## config.mk

```make
export PLATFORM = sky130hd
export DESIGN_NAME = frame_sync_ctrl
export DESIGN_NICKNAME = d
export VERILOG_FILES = /design/src/rtl/fsm_pkg.sv /design/src/rtl/sync_word_det.sv /design/src/rtl/frame_sync_ctrl.sv
export SDC_FILE = /design/constraint.sdc
export NUM_CORES = 1
export LEC_CHECK = 0
export CAP_MARGIN = 30
export CORE_ASPECT_RATIO = 1.2
export CORE_MARGIN = 10
export CORE_UTILIZATION = 55
export CTS_BUF_LIST = sky130_fd_sc_hd__clkbuf_2
export DETAILED_ROUTE_END_ITERATION = 8
export MAX_ROUTING_LAYER = met4
export PLACE_DENSITY = 0.78
export SLEW_MARGIN = 25
export SYNTH_ARGS = -nofsm -noshare
export SYNTH_HDL_FRONTEND = slang
export SYNTH_SLANG_ARGS = --single-unit
export TNS_END_PERCENT = 20
```

## constraint.sdc

```tcl
create_clock -name clk -period 2.3 [get_ports clk]
set_input_delay 0.575 -clock clk [delete_from_list [all_inputs] [get_ports clk]]
set_output_delay 0.575 -clock clk [all_outputs]
set_load 0.005 [all_outputs]
```

## src/rtl/fsm_pkg.sv

```systemverilog
// Shared definitions for the frame synchroniser: controller state encodings
// and the sync-word width.
package fsm_pkg;

    localparam int PAT_W = 4;

    typedef enum logic [1:0] {
        HUNT   = 2'd0,
        VERIFY = 2'd1,
        LOCK   = 2'd2
    } state_t;

endpackage

```

## src/rtl/sync_word_det.sv

```systemverilog
// Serial sync-word detector: a PAT_W-bit shift window compared against
// PATTERN as each qualified bit arrives.
module sync_word_det
    import fsm_pkg::*;
#(
    parameter logic [PAT_W-1:0] PATTERN = 4'b1010
) (
    input  logic clk,
    input  logic rstn,
    input  logic clr,
    input  logic in,
    input  logic in_valid,
    output logic match
);

    logic [PAT_W-1:0] r_window;
    logic [PAT_W-1:0] w_window_next;

    // match looks at the window including the bit being sampled this edge
    assign w_window_next = {r_window[PAT_W-2:0], in};
    assign match         = in_valid && (w_window_next == PATTERN);

    always_ff @(posedge clk or negedge rstn) begin
        if (!rstn) begin
            r_window <= '0;
        end else if (clr) begin
            r_window <= '0;
        end else if (in_valid) begin
            r_window <= w_window_next;
        end
    end

endmodule

```

## src/rtl/frame_sync_ctrl.sv

```systemverilog
// Frame synchronisation controller: hunts for a sync word, verifies it recurs
// every FRAME_LEN valid bits, then holds lock until LOSS_CNT consecutive misses.
module frame_sync_ctrl
    import fsm_pkg::*;
#(
    parameter logic [PAT_W-1:0] PATTERN   = 4'b1010,
    parameter int               FRAME_LEN = 16,
    parameter int               LOCK_CNT  = 2,
    parameter int               LOSS_CNT  = 3
) (
    input  logic       clk,
    input  logic       rstn,
    input  logic       enable,
    input  logic       in,
    input  logic       in_valid,
    output logic       lock,
    output logic       sync_pulse,
    output logic [1:0] state,
    output logic [2:0] miss_cnt
);

    localparam int               POS_W     = $clog2(FRAME_LEN);
    localparam logic [POS_W-1:0] POS_LAST  = POS_W'(FRAME_LEN - 1);
    localparam logic [POS_W-1:0] POS_ONE   = POS_W'(1);
    localparam logic [2:0]       HIT_LOCK  = 3'(LOCK_CNT);
    localparam logic [2:0]       MISS_LOSS = 3'(LOSS_CNT);

    state_t           r_state;
    logic [POS_W-1:0] r_pos;
    logic [2:0]       r_hit;
    logic [2:0]       r_miss;
    logic             r_lock;
    logic             r_pulse;

    logic w_match;
    logic w_check;
    logic w_clr;

    assign w_check = in_valid && (r_pos == POS_LAST);
    // Window is wiped on a HUNT hit so the next word cannot overlap this one
    assign w_clr   = !enable || ((r_state == HUNT) && w_match);

    sync_word_det #(
        .PATTERN (PATTERN)
    ) u_det (
        .clk      (clk),
        .rstn     (rstn),
        .clr      (w_clr),
        .in       (in),
        .in_valid (in_valid),
        .match    (w_match)
    );

    always_ff @(posedge clk or negedge rstn) begin
        if (!rstn) begin
            r_state <= HUNT;
            r_pos   <= '0;
            r_hit   <= '0;
            r_miss  <= '0;
            r_lock  <= 1'b0;
            r_pulse <= 1'b0;
        end else begin
            r_pulse <= 1'b0;
            if (!enable) begin
                r_state <= HUNT;
                r_pos   <= '0;
                r_hit   <= '0;
                r_miss  <= '0;
                r_lock  <= 1'b0;
            end else begin
                case (r_state)
                    HUNT: begin
                        if (w_match) begin
                            r_pulse <= 1'b1;
                            r_pos   <= '0;
                            r_hit   <= 3'd1;
                            if (HIT_LOCK == 3'd1) begin
                                r_state <= LOCK;
                                r_lock  <= 1'b1;
                            end else begin
                                r_state <= VERIFY;
                            end
                        end
                    end
                    VERIFY: begin
                        if (in_valid) begin
                            r_pos <= w_check ? '0 : r_pos + POS_ONE;
                        end
                        if (w_check) begin
                            if (w_match) begin
                                r_pulse <= 1'b1;
                                r_hit   <= r_hit + 3'd1;
                                if (r_hit + 3'd1 == HIT_LOCK) begin
                                    r_state <= LOCK;
                                    r_lock  <= 1'b1;
                                    r_miss  <= '0;
                                end
                            end else begin
                                r_state <= HUNT;
                                r_hit   <= '0;
                            end
                        end
                    end
                    LOCK: begin
                        if (in_valid) begin
                            r_pos <= w_check ? '0 : r_pos + POS_ONE;
                        end
                        if (w_check) begin
                            if (w_match) begin
                                r_pulse <= 1'b1;
                                r_miss  <= '0;
                            end else if (r_miss + 3'd1 == MISS_LOSS) begin
                                r_state <= HUNT;
                                r_lock  <= 1'b0;
                                r_miss  <= '0;
                                r_hit   <= '0;
                            end else begin
                                r_miss <= r_miss + 3'd1;
                            end
                        end
                    end
                    default: begin
                        r_state <= HUNT;
                        r_pos   <= '0;
                        r_hit   <= '0;
                        r_miss  <= '0;
                        r_lock  <= 1'b0;
                    end
                endcase
            end
        end
    end

    assign lock       = r_lock;
    assign sync_pulse = r_pulse;
    assign state      = r_state;
    assign miss_cnt   = r_miss;

endmodule

```

==> results of run 1 <==
-- through the flow --
| step | util (%) | worst slack (ns) | TNS (ns) | power [mW] |
|---|---|---|---|---|
| 2_1_floorplan | - | 0.485 | 0 | 0.679 |
| 3_3_place_gp | 69.0 | 0.0260 | 0 | 0.824 |
| 3_5_place_dp | 69.0 | -0.0218 | -0.0359 | 0.838 |
| 4_1_cts | 70.0 | 0.280 | 0 | 0.984 |
| 5_1_grt | 70.0 | 0.0989 | 0 | 1.06 |
| 6_report | 70.0 | 0.249 | 0 | 0.987 |
-- worst max-delay path, delay by kind of cell (launching register included) --
kind,cells,cell delay [ns]
AOI/OAI and AO/OA,1,0.38
and+or+nand+nor,2,0.38
buffers and inverters,1,0.09
DFF,1,0.48
muxes,1,0.33
adders and majority gates,1,0.29
-- state kept, by name (all words and copies together), names as in the netlist --
name / flops
state: 2
r_hit: 3
r_pos: 4
lock: 1
sync_pulse: 1
u_det.r_window: 3
miss_cnt: 3
-- worst paths after layout --
check                           end  slack [ns]  cells past startpoint
min                            lock        0.56                      2
max in group asynchronous  r_pos[1]        1.54                      2
max reg2reg                r_hit[1]        0.25                      6
min reg2reg                    lock        0.57                      1
max                        r_hit[1]        0.25                      6
min in group clk               lock        0.57                      1
-- cells in the final DEF (no fill, tap or decap), types with 2 or more instances in the layout --
cell,netlist,routed
dfrtp_1,17,17
buf_4,1,15
nand2_1,12,12
clkdlybuf4s50_1,0,11
nor2_1,9,9
ha_1,9,9
inv_1,6,6
nor3_1,5,5
mux2i_1,5,5
o21ai_0,4,4
clkbuf_2,0,4
a21oi_1,3,3
o211ai_1,3,3
nand3_1,3,3
o21bai_1,2,2
xnor2_1,2,2
nand4_1,2,2
a211o_1,2,2
mux2_4,2,2
a31oi_1,2,2
-- power by group --
group	leakage (nW)	switching, mW	internal [mW]
Clock	0.0166	0.100	0.0461
Combinational	0.384	0.264	0.207
Sequential	0.233	0.0391	0.331
Total	0.634	0.403	0.584
-- area by class of cell --
class	instances	area (um^2)	share of cell area, %
clock buffer	4	20.0	1.40
inverter	7	26.3	1.83
sequential	17	425	29.7
timing repair buffer	26	223	15.5
tap	30	37.5	2.62
multi-input combinational	94	702	49.0
-- logic make-up after synthesis --
family | share of synthesized area, %
AO/OA/AOI/OAI | 20.6
AND/OR/NAND/NOR | 20.3
buffers and inverters | 4.05
flip-flops | 36.2
XOR/XNOR | 1.49
multiplexers | 7.77
adder cells (fa/ha/maj) | 9.58
-- layer usage --
| layer | vias to the layer above | track usage [%] | routed length [um] | part of all wire (%) |
|---|---|---|---|---|
| li1 | 516 | - | - | - |
| met2 | 50 | 24.3 | 1430 | 50 |
| met1 | 517 | 15.7 | 1200 | 42 |
| met5 | - | - | 0 | 0 |
| met3 | 11 | 1.89 | 164 | 5.7 |
| met4 | 0 | 4.33 | 57 | 2.0 |
==> results.md, run 1 <==
* Fin Clk Skew at 0.0104 ns
* Initial DRC count at 66
* Max-Slew Margin vs Limit at 74.8%
* Post-route minimum period at 2.05 ns
* Mapped Area at 1170 um^2
* Critical path launch point: state[0]
* Crit Path Class: register to register
* #FFs+latches synth at 17
* Post-route cell area at 1430 um^2
* Post-synthesis sequential area ratio at 36.2%
* Maxcap violations at 0
* Post-CTS sizing at 0
* Final Max Tran Viols at 0
* Ys flop type: dfrtp_1
* Critical Path Max Stage Delay at 0.48 ns
* Crit path DAT at 2.26 ns
* Layout Area Growth over Synthesis at 22.0%
* Dpl cells at 174
* Ant diodes at 0
* HP Class: input pin to async pin
* Drt wl/cell at 16.1 um
* Hold_buf cts at 0
* Outcome: completed
* H-tree depth at 1
* DRT Pass-1 Iters at 4
* Routed Antenna Nets at 0
* P_leak at 0.634 nW
* Final period util at 89.2%
* Cell area power density at 688 nW/um^2
* Yosys warns at 0
* Share of cells above drive strength 1 at 18.2%
* Peak VDD IR at 0.544 mV
* GRT Util Overall at 13.8%
* Non-Filler Instances at 178
* I/O pin total at 12
* Clk_lat worst skew at 0.31 ns
* Clock tree buffer depth at 2
* Cell variety after synth at 50
* Via count at 1094
* Root buf cell: clkbuf_2
* Synth top area cells: dfrtp_1 (36%), ha_1 (9.6%), mux2i_1 (4.3%)
* Reg-to-Reg Start: state[0]
* Vias in the first global route at 1084
* Syn_nets at 136
* HPWL Detailed at 2.21 mm
* CP cell instances: inv_1 > ha_1 > nor2_1 > nor3_1 > a311o_1 > mux2_4
* Final setup viols at 0
* Post-synth EDFFs at 0
* Critical Path Sink Type: register
* Most common library cells after synthesis: dfrtp_1 (17), nand2_1 (12), ha_1 (9), nor2_1 (9), inv_1 (6)
* I/O Buffers at 11
* Crit-path max FO at 6
* Post-synth top area share at 36.2%
* Clk sinks at 17
* Final Hold Vio Count at 0
* CP Launch Type: register
* Nets at 163
* Final WL at 2.86 mm
* Worst-path clk slew at 0.17 ns
* Post-synth top area cell: dfrtp_1
* Die height at 70.6 um
* Worst-Margin Slew at 0.369 ns
* Total gr overflow at 0
* First-pass GRT wire length at 5.02 mm
* Placed cell areas at 1410 um^2
* Core Area at 2050 um^2
* Post-CTS setup buffer count at 0
* Antenna violations before repair at 0
* Hold Slack at 0.557 ns
* Cell with the most instances after synthesis: dfrtp_1
* Starting Density at 57.3%
* Die Wd at 62.2 um
* Die ar. at 4390 um^2
* RePlAce Congestion at 0.958
* Fmax at 0.488 GHz
* Syn Area/Cell at 9.63 um^2
* Routed vias/inst at 6.15
* FFs w/ async S/R, synth at 100%
* Num rows at 18
* Post-Syn Instances at 122
* Unrepaired setup endpoints after global routing: false
* Pin count of the biggest net entering global routing at 18
* CTS tree: built
* DRC at 0
* Fillcell total at 161
* CP Data Required Time at 2.51 ns
* CTS buffer count at 3
* Slowest stage cell, crit path: dfrtp_1
Power figures use the tool's default switching activity.
==> run 2: changes to the inputs <==
CAP_MARGIN = unset   (was 30)
CTS_CLUSTER_DIAMETER = 150   (was unset)
==> results of run 2 <==
Same layout as run 1: the final DEF is identical, and so are final timing and power.
